[src/rtl/dqs_preamble_tracker_if.sv]
// DQS preamble tracker bus: configuration and DQS samples in, per-lane status out.
// Build option DQS_CUSTOM_PATTERN_EN adds the programmable pattern inputs.
interface dqs_preamble_tracker_if #(
  parameter int NUM_LANES   = 2,
  parameter int MAX_PAT_LEN = 8,
  parameter int TIMEOUT_W   = 8,
  parameter int BL_W        = 5
);
  localparam int CFG_LEN_W = $clog2(MAX_PAT_LEN) + 1;

  logic                 en_i;
  logic [NUM_LANES-1:0] dqs_i;
  logic [2:0]           pre_amble_sett_i;
  logic [TIMEOUT_W-1:0] timeout_i;
  logic [BL_W-1:0]      burst_len_i;
`ifdef DQS_CUSTOM_PATTERN_EN
  logic [MAX_PAT_LEN-1:0] cfg_pattern_i;
  logic [CFG_LEN_W-1:0]   cfg_len_i;
`endif
  logic [NUM_LANES-1:0] pattern_detected_o;
  logic [NUM_LANES-1:0] lock_o;
  logic [NUM_LANES-1:0] timeout_o;
  logic                 all_locked_o;

  modport master (
`ifdef DQS_CUSTOM_PATTERN_EN
    output cfg_pattern_i, cfg_len_i,
`endif
    output en_i, dqs_i, pre_amble_sett_i, timeout_i, burst_len_i,
    input  pattern_detected_o, lock_o, timeout_o, all_locked_o
  );

  modport slave (
`ifdef DQS_CUSTOM_PATTERN_EN
    input  cfg_pattern_i, cfg_len_i,
`endif
    input  en_i, dqs_i, pre_amble_sett_i, timeout_i, burst_len_i,
    output pattern_detected_o, lock_o, timeout_o, all_locked_o
  );
endinterface

[src/rtl/dqs_preamble_tracker.sv]
// Multi-lane DDR5 read-preamble detector: per-lane search/lock FSM with fill guard and timeout.
// Define DQS_CUSTOM_PATTERN_EN to let setting 111 select a programmable pattern.
module dqs_preamble_tracker #(
  parameter int NUM_LANES   = 2,
  parameter int MAX_PAT_LEN = 8,
  parameter int TIMEOUT_W   = 8,
  parameter int BL_W        = 5
) (
  input logic clk_i,
  input logic reset_n_i,
  dqs_preamble_tracker_if.slave bus
);
  localparam int LEN_W  = $clog2(MAX_PAT_LEN) + 1;
  localparam int FILL_W = $clog2(MAX_PAT_LEN + 1);
  localparam int WIN_W  = MAX_PAT_LEN + 1;
  localparam int TW1    = TIMEOUT_W + 1;

  typedef enum logic [1:0] {IDLE, SEARCH, LOCK} state_e;

  logic                   clr;
  logic                   armed_q;
  logic [MAX_PAT_LEN-1:0] pat_q, pat_d;
  logic [LEN_W-1:0]       len_q, len_d;
  logic [WIN_W-1:0]       mask;
  logic [NUM_LANES-1:0]   det_v, lock_v, tmo_v;

  assign clr = !reset_n_i || !bus.en_i;

  // Pattern stored right-aligned with the first-received bit at index len-1.
  always_comb begin
    pat_d = MAX_PAT_LEN'(2'b10);
    len_d = LEN_W'(2);
    case (bus.pre_amble_sett_i)
      3'b001: begin pat_d = MAX_PAT_LEN'(4'b0010);     len_d = LEN_W'(4); end
      3'b010: begin pat_d = MAX_PAT_LEN'(4'b1110);     len_d = LEN_W'(4); end
      3'b011: begin pat_d = MAX_PAT_LEN'(6'b000010);   len_d = LEN_W'(6); end
      3'b100: begin pat_d = MAX_PAT_LEN'(8'b00001010); len_d = LEN_W'(8); end
`ifdef DQS_CUSTOM_PATTERN_EN
      3'b111: begin
        if (bus.cfg_len_i >= LEN_W'(2) && bus.cfg_len_i <= LEN_W'(MAX_PAT_LEN)) begin
          pat_d = bus.cfg_pattern_i &
                  ((MAX_PAT_LEN'(1) << bus.cfg_len_i) - MAX_PAT_LEN'(1));
          len_d = bus.cfg_len_i;
        end
      end
`endif
      default: ;
    endcase
  end

  // Latched on the IDLE->SEARCH step shared by all lanes; held until en_i drops.
  always_ff @(posedge clk_i) begin
    if (clr) begin
      armed_q <= 1'b0;
      pat_q   <= '0;
      len_q   <= '0;
    end else if (!armed_q) begin
      armed_q <= 1'b1;
      pat_q   <= pat_d;
      len_q   <= len_d;
    end
  end

  assign mask = (WIN_W'(1) << len_q) - WIN_W'(1);

  for (genvar g = 0; g < NUM_LANES; g++) begin : g_lane
    state_e                 state_q, state_d;
    logic [MAX_PAT_LEN-1:0] sr_q, sr_d;
    logic [FILL_W-1:0]      fill_q, fill_d;
    logic [TIMEOUT_W-1:0]   to_q, to_d;
    logic [BL_W-1:0]        bl_q, bl_d;
    logic                   det_q, det_d, tmo_q, tmo_d;
    logic [WIN_W-1:0]       win;
    logic                   fill_ok, match, to_hit, lock_l;

    assign win     = {sr_q, bus.dqs_i[g]};
    assign fill_ok = (int'(fill_q) + 1) >= int'(len_q);
    assign match   = fill_ok && (((win ^ {1'b0, pat_q}) & mask) == '0);
    assign to_hit  = (bus.timeout_i != '0) &&
                     (({1'b0, to_q} + TW1'(1)) >= {1'b0, bus.timeout_i});

    always_ff @(posedge clk_i) begin
      if (clr) begin
        state_q <= IDLE;
        sr_q    <= '0;
        fill_q  <= '0;
        to_q    <= '0;
        bl_q    <= '0;
        det_q   <= 1'b0;
        tmo_q   <= 1'b0;
      end else begin
        state_q <= state_d;
        sr_q    <= sr_d;
        fill_q  <= fill_d;
        to_q    <= to_d;
        bl_q    <= bl_d;
        det_q   <= det_d;
        tmo_q   <= tmo_d;
      end
    end

    always_comb begin
      state_d = state_q;
      sr_d    = sr_q;
      fill_d  = fill_q;
      to_d    = to_q;
      bl_d    = bl_q;
      det_d   = 1'b0;
      tmo_d   = 1'b0;
      case (state_q)
        IDLE: begin
          sr_d    = '0;
          fill_d  = '0;
          to_d    = '0;
          bl_d    = '0;
          state_d = SEARCH;
        end
        SEARCH: begin
          sr_d   = win[MAX_PAT_LEN-1:0];
          fill_d = (fill_q == FILL_W'(MAX_PAT_LEN)) ? fill_q : fill_q + FILL_W'(1);
          to_d   = to_q + TIMEOUT_W'(1);
          if (match) begin
            state_d = LOCK;
            det_d   = 1'b1;
            bl_d    = (bus.burst_len_i == '0) ? BL_W'(1) : bus.burst_len_i;
          end else if (to_hit) begin
            tmo_d = 1'b1;
            to_d  = '0;
          end
        end
        LOCK: begin
          if (bl_q <= BL_W'(1)) begin
            state_d = SEARCH;
            sr_d    = '0;
            fill_d  = '0;
            to_d    = '0;
            bl_d    = '0;
          end else begin
            bl_d = bl_q - BL_W'(1);
          end
        end
        default: state_d = IDLE;
      endcase
    end

    always_comb begin
      lock_l = (state_q == LOCK);
    end

    assign det_v[g]  = det_q;
    assign tmo_v[g]  = tmo_q;
    assign lock_v[g] = lock_l;
  end

  assign bus.pattern_detected_o = det_v;
  assign bus.timeout_o          = tmo_v;
  assign bus.lock_o             = lock_v;
  assign bus.all_locked_o       = &lock_v;
endmodule

[src/flat_wrapper.sv]
// flat-port wrapper written by rule: the top's interface ports become plain ports
module dqs_preamble_tracker_flat 
#(
  parameter int NUM_LANES   = 2,
  parameter int MAX_PAT_LEN = 8,
  parameter int TIMEOUT_W   = 8,
  parameter int BL_W        = 5
)
  (clk_i, reset_n_i, bus_en_i, bus_dqs_i, bus_pre_amble_sett_i, bus_timeout_i, bus_burst_len_i, bus_pattern_detected_o, bus_lock_o, bus_timeout_o, bus_all_locked_o);
  dqs_preamble_tracker_if #(.NUM_LANES(NUM_LANES), .MAX_PAT_LEN(MAX_PAT_LEN), .TIMEOUT_W(TIMEOUT_W), .BL_W(BL_W)) bus_i ();
  input logic clk_i;
  input logic reset_n_i;
  input wire logic [$bits(bus_i.en_i)-1:0] bus_en_i;
  input wire logic [$bits(bus_i.dqs_i)-1:0] bus_dqs_i;
  input wire logic [$bits(bus_i.pre_amble_sett_i)-1:0] bus_pre_amble_sett_i;
  input wire logic [$bits(bus_i.timeout_i)-1:0] bus_timeout_i;
  input wire logic [$bits(bus_i.burst_len_i)-1:0] bus_burst_len_i;
  output wire logic [$bits(bus_i.pattern_detected_o)-1:0] bus_pattern_detected_o;
  output wire logic [$bits(bus_i.lock_o)-1:0] bus_lock_o;
  output wire logic [$bits(bus_i.timeout_o)-1:0] bus_timeout_o;
  output wire logic [$bits(bus_i.all_locked_o)-1:0] bus_all_locked_o;
  assign bus_i.en_i = bus_en_i;
  assign bus_i.dqs_i = bus_dqs_i;
  assign bus_i.pre_amble_sett_i = bus_pre_amble_sett_i;
  assign bus_i.timeout_i = bus_timeout_i;
  assign bus_i.burst_len_i = bus_burst_len_i;
  assign bus_pattern_detected_o = bus_i.pattern_detected_o;
  assign bus_lock_o = bus_i.lock_o;
  assign bus_timeout_o = bus_i.timeout_o;
  assign bus_all_locked_o = bus_i.all_locked_o;
  dqs_preamble_tracker #(.NUM_LANES(NUM_LANES), .MAX_PAT_LEN(MAX_PAT_LEN), .TIMEOUT_W(TIMEOUT_W), .BL_W(BL_W)) u_core (.clk_i(clk_i), .reset_n_i(reset_n_i), .bus(bus_i));
endmodule
[config.mk]
export PLATFORM = sky130hd
export DESIGN_NAME = dqs_preamble_tracker_flat
export DESIGN_NICKNAME = d
export VERILOG_FILES = /design/src/rtl/dqs_preamble_tracker_if.sv /design/src/rtl/dqs_preamble_tracker.sv /design/src/flat_wrapper.sv
export SDC_FILE = /design/constraint.sdc
export NUM_CORES = 1
export LEC_CHECK = 0
export CORE_MARGIN = 1
export CORE_UTILIZATION = 50
export DETAILED_ROUTE_END_ITERATION = 6
export GPL_ROUTABILITY_DRIVEN = 0
export PLACE_DENSITY = 0.69
export SLEW_MARGIN = 0
export SYNTH_ARGS = -nofsm -noshare
export SYNTH_HDL_FRONTEND = slang
export SYNTH_SLANG_ARGS = --single-unit
[constraint.sdc]
create_clock -name clk_i -period 2.9 [get_ports clk_i]
set_input_delay 0.725 -clock clk_i [delete_from_list [all_inputs] [get_ports clk_i]]
set_output_delay 0.725 -clock clk_i [all_outputs]
set_load 0.02 [all_outputs]
Word-level counts from Yosys, hierarchy flattened
Cells that the tools add are included.
{"block": "totals", "reg_bits": 71, "inputBits": 21, "output_inout_bits": 7, "word_cells": 122}
{"block": "classes", "add_sub_neg": 11, "order_cmp": 6, "eq_ne": 16, "n_shift": 1, "mux": 36, "bitwise": 6, "reduce_logical": 29}
{"operator": "case mux 8 bit (3 select lines)", "count": 4}
{"operator": ">= comparator 32 x 5 -> 1 bit", "count": 2}
{"operator": "two-way mux 8 bit", "count": 6}
{"operator": "case mux 4 bit (3 select lines)", "count": 3}
{"operator": "case mux 5 bit (3 select lines)", "count": 2}
{"operator": "two-way mux 5 bit", "count": 5}
{"operator": "adder 8 x 1 -> 9 bit, second input constant", "count": 2}
{"operator": "bitwise AND 9 bit", "count": 2}
{"operator": ">= comparator 9 x 8 -> 1 bit", "count": 2}
{"operator": "logical NOT 9 bit", "count": 2}
{"operator": "bitwise XOR 9 x 8 -> 9 bit", "count": 2}
{"operator": "adder 8 x 1 -> 8 bit, second input constant", "count": 2}
{"operator": "two-way mux 4 bit", "count": 4}
{"operator": "AND reduction 2 bit", "count": 7}
{"operator": "case mux 2 bit (3 select lines)", "count": 2}
{"operator": "adder 4 x 1 -> 5 bit, second input constant", "count": 2}
{"operator": "<= comparator 5 x 1 -> 1 bit, second input constant", "count": 2}
{"operator": "subtractor 5 x 1 -> 5 bit, second input constant", "count": 2}
{"operator": "left shift 1 x 4 -> 9 bit, first input constant", "count": 1}
{"operator": "subtractor 9 x 2 -> 9 bit, second input constant", "count": 1}
{"operator": "adder 4 x 1 -> 4 bit, second input constant", "count": 2}
{"operator": "equality test 4 bit, second input constant", "count": 2}
{"operator": "two-way mux 2 bit", "count": 4}
{"operator": "inequality test 2 bit, second input constant", "count": 4}
{"operator": "other kinds (19)", "count": 38}

Longest topological paths before layout
{"block": "depth", "ltp_word": 7, "mapped_depth": 11, "mapped_depth_nobuf": 11}

Least setup slack after synthesis
OpenSTA, ideal clock, no wires.
{"block": "synth_path", "path_kind": "flip-flop to flip-flop", "from": "reg u_core.g_lane[0].to_q[0]", "to": "reg u_core.g_lane[0].to_q[1]", "setup_ns": 0.068, "t_arrival_ns": 2.495, "required_time_ns": 2.832, "path_slack_ns": 0.337, "stages_incl_launch_ff": 11, "path_buffers": 0, "synth_period_minus_slack_ns": 2.563, "cell_sequence": "dfxtp_1 -> ha_1 -> and3_1 -> nor2b_1 -> or2_2 -> ha_1 -> a211o_1 -> or4_4 -> o32ai_4 -> o21ai_2 -> o2bb2ai_2"}
{"block": "synth_via", "elab_chain_len": 6, "elab_cells_between_ends": 7, "classes_between": "add/sub (2); order compare (1); mux (3); reduce/logical (1)"}
{"item": "from (decl)", "line": "dqs_preamble_tracker.sv:70", "text": "logic [TIMEOUT_W-1:0] to_q, to_d;"}
{"item": "from (signal assigned)", "line": "dqs_preamble_tracker.sv:95", "text": "to_q <= to_d;"}
{"item": "adder 8 x 1 -> 9 bit", "line": "dqs_preamble_tracker.sv:80", "text": "(({1'b0, to_q} + TW1'(1)) >= {1'b0, bus.timeout_i});"}
{"item": ">= comparator 9 x 8 -> 1 bit", "line": "dqs_preamble_tracker.sv:80"}
{"item": "logical AND 1 bit", "line": "dqs_preamble_tracker.sv:79", "text": "assign to_hit = (bus.timeout_i != '0) &&"}
{"item": "two-way mux 8 bit", "line": "dqs_preamble_tracker.sv:126", "text": "end else if (to_hit) begin"}
{"item": "two-way mux 8 bit (*)", "line": "dqs_preamble_tracker.sv:122", "text": "if (match) begin"}
{"item": "case mux 8 bit (3 select lines) (*)", "line": "dqs_preamble_tracker.sv:110", "text": "case (state_q)"}
Every way passes the cells marked *; elsewhere a longest branch is shown, timed or not.
A chain may end at the register's enable or synchronous reset.

Worst setup path in the final report
{"block": "layout_path", "from": "reg u_core.g_lane[0].to_q[1]", "to": "reg u_core.g_lane[0].to_q[2]"}
Same word-level chain as after synthesis.

==> metrics.md <==
| Metric | Value |
|---|---|
| Crit path required time | 3200 ps |
| Worst Hold Launch | u_core.g_lane[1].sr_q[7] |
| Leak Pwr | 2.00 nW |
| Largest area contributor in the netlist | dfxtp_1 |
| Ant. Diodes | 0 |
| CTS Buf Count | 9 |
| Setup Viol. Count Final | 0 |
| Clock transition at path regs | 80 ps |
| Vias in the first global route | 3381 |
| Effective utilization at floorplan | 0.516 |
| Warnings from Yosys | 0 |
| GRT Residual Overflow | 0 |
| Worst slack at placement | 62.3 ps |
| Minimum clock period after layout | 2720 ps |
| Syn Nets | 576 |
| Yosys top cell area share | 0.309 |
| Tot GR Track Use | 0.226 |
| First-pass GRT wire length | 15500 microns |
| Post-CTS Setup Bufs | 0 |
| Share of layout cells above drive strength 1 | 0.110 |
| Clock H-tree levels | 3 |
| Slowest cell on crit path | or4_4 |
| Cell count after synthesis | 515 |
| #FFs+latches synth | 65 |
| Core Rows | 33 |
| VDD IR-drop max | 246 uV |
| Met2 Resource Use GR | 0.384 |
| Initial antenna violation count | 0 |
| Power density over the cells | 411 nW/um^2 |
| Worst setup margin | 176 ps |
| Tightest Pin Transition | 607 ps |
| Area of the multi-input gates | 2690 sq um |
| Final hold violation count | 0 |
| Hold Path Class | flip-flop to flip-flop |
| Status | finished, final reports clean |
| Sequential share of the synthesized area | 0.309 |
| CTS sink count | 65 |
| RSZ-0062 raised after global routing | false |
| Die Width | 93.8 microns |
| Clock buffer depth | 2 |
| Number of port buffers | 27 |
| Crit end category | flip-flop |
| Number of library cell types mapped by synthesis | 67 |
| Post-synth EDFFs | 0 |
| Layout Skew | 12.4 ps |
| Die H | 93.8 microns |
| CP Class | flip-flop to flip-flop |
| GRT met1 Usage | 0.274 |
| I/O pin count | 28 |
| Area Growth Syn to Fin | 13.5% |
| Pre-Repair DR Iteration Count | 4 |
| CP Launch Type | flip-flop |
| Peak Freq | 367 MHz |
| Dpl hpwl | 6980 microns |
| CTS tree | yes |
| Mapped Area | 4220 sq um |
| Antenna-violating nets left | 0 |
| Main synth FF type | dfxtp_1 |
| DIE AREA | 8810 sq um |
| Pwr Total | 1.97 mW |
| Synth top area cells | dfxtp_1, ha_1, nand2_1, nand3_1, o21ai_0 |
| Max FO, Critical Path | 6 |
| Max Cap Viol | 0 |
| Pins Over Slew Limit | 0 |
| GRT Max-Usage Layer | met2 |
| Crit path from | u_core.g_lane[0].to_q[1] |
| Vias | 3698 |
| Core area | 8180 sq um |
| Hold Buf Count CTS | 0 |
| Final instance area | 4790 sq um |
| Setup TNS Final | 0 ps |
| Syn_area_per_cell | 8.19 sq um |
| Filler instances | 765 |
| CP Cell Sequence | ha_2 -> and3_1 -> nor2b_1 -> or2_2 -> ha_1 -> a211o_1 -> or4_4 -> o32ai_4 -> o221ai_1 -> nand2_1 |
| Met3 usage | 0.0518 |
| Root Driver | clkbuf_8 |
| Largest net degree at the start of global routing | 24 |
| DR WL/cell | 14.2 microns |
| Vias per cell | 5.68 |
| Final nets | 603 |
| Reg area | 1300 sq um |
| WL final | 9270 microns |
| Area post-placement | 4580 sq um |
| Clk_lat worst skew | 350 ps |
| Slew headroom | 0.594 |
| Critical Path AT | 3020 ps |
| Origin of the critical flop-to-flop path | u_core.g_lane[0].to_q[1] |
| Fin crit share | 0.939 |
| DRC viols | 0 |
| Starting DRT DRC Count | 180 |
| Asr flop ratio synth | 0 |
| Max incr delay on CP | 430 ps |
flip-flops by register name, summed over array words and instances (netlist names):
signal                 count
u_core.armed_q             1
u_core.g_lane.bl_q        10
u_core.g_lane.det_q        2
u_core.g_lane.fill_q       8
u_core.g_lane.sr_q        16
u_core.g_lane.state_q      4
u_core.g_lane.tmo_q        2
u_core.g_lane.to_q        16
u_core.len_q               3
u_core.pat_q               3
report_power, final:
part           total [mW]  leakage [nW]  internal (mW)  switching, mW
Sequential          0.918         0.525          0.903         0.0151
Combinational       0.207          1.37         0.0895          0.118
Clock               0.843         0.102          0.479          0.363
Total                1.97          2.00           1.47          0.496
timing repair:
item	CTS	global route
resized for setup	0	1
setup endpoints to repair	0	5
endpoints found under the hold margin	0	0
final cells by class:
type / instances / share of cell area
Multi-Input combinational cell: 398 / 0.561
Sequential cell: 65 / 0.272
Timing Repair Buffer: 36 / 0.0706
Tap cell: 105 / 0.0274
Clock buffer: 10 / 0.0267
Inverter: 32 / 0.0251
Clock inverter: 5 / 0.0170
cell families after synthesis:
kind of cell / share of synthesized area
AOI/OAI and AO/OA: 0.219
xor gates and xnor gates: 0.0436
adders and majority gates: 0.119
buffers and inverters: 0.0549
DFF: 0.309
muxes: 0.0291
and+or+nand+nor: 0.227
layout by cell type, fill, tap and decap left out, drive strengths merged, types with 7 or more instances in the layout:
master         netlist  routed
xor2                10      10
a21o                 8       8
nand2               76      76
nor3                11      11
clkbuf               9      10
o21ai               33      33
nor2                41      41
inv                 31      31
a21oi               29      29
xnor2               11      11
clkdlybuf4s50        0      27
nand3               40      40
mux2i               10      10
buf                 11       9
dfxtp               65      65
a221oi               7       7
ha                  40      40
worst paths after layout:
kind                                   end  slack, ps  depth (start not counted)
setup / recovery  u_core.g_lane[0].to_q[2]        180                         10
hold / removal    u_core.g_lane[1].sr_q[7]        460                          2
setup reg to reg  u_core.g_lane[0].to_q[2]        180                         10
hold reg to reg   u_core.g_lane[1].sr_q[7]        460                          2
per-layer routing:
layer / wire, microns / up-vias / part of all wire
li1: - / 1883 / -
met2: 4490 / 58 / 0.48
met5: 0 / - / 0
met1: 4290 / 1740 / 0.46
met3: 308 / 17 / 0.033
met4: 191 / 0 / 0.021
cell usage after synthesis, drive strengths merged (3+ instances only):
master,instances
o221ai,3
o21bai,4
buf,11
nand2,76
a21o,8
nor3,11
nor2,41
xnor2,11
xor2,10
clkbuf,9
nor4,3
nand2b,6
a21boi,4
o32ai,3
a31oi,4
a22oi,6
o21ai,33
mux2i,10
a221oi,7
o22ai,4
or2,5
nand3,40
and3,3
dfxtp,65
a21oi,29
nor2b,6
inv,31
ha,40
critical path, delay by kind of cell, from the launching register on:
kind	cells	cell delay [ps]
AOI/OAI and AO/OA	3	640
and+or+nand+nor	5	1070
DFF	1	410
adders and majority gates	2	550
through the flow:
| step | utilization | hold slack, ps | instances |
|---|---|---|---|
| final | 0.586 | 462 | 651 |
| after global routing | 0.586 | 484 | 651 |
| after CTS | 0.585 | 466 | 651 |
| after detailed placement | 0.560 | 456 | 636 |
| after global placement | 0.560 | 443 | 636 |
| after floorplan | - | 432 | 515 |
Note: power is estimated with default switching activity, not from simulation.
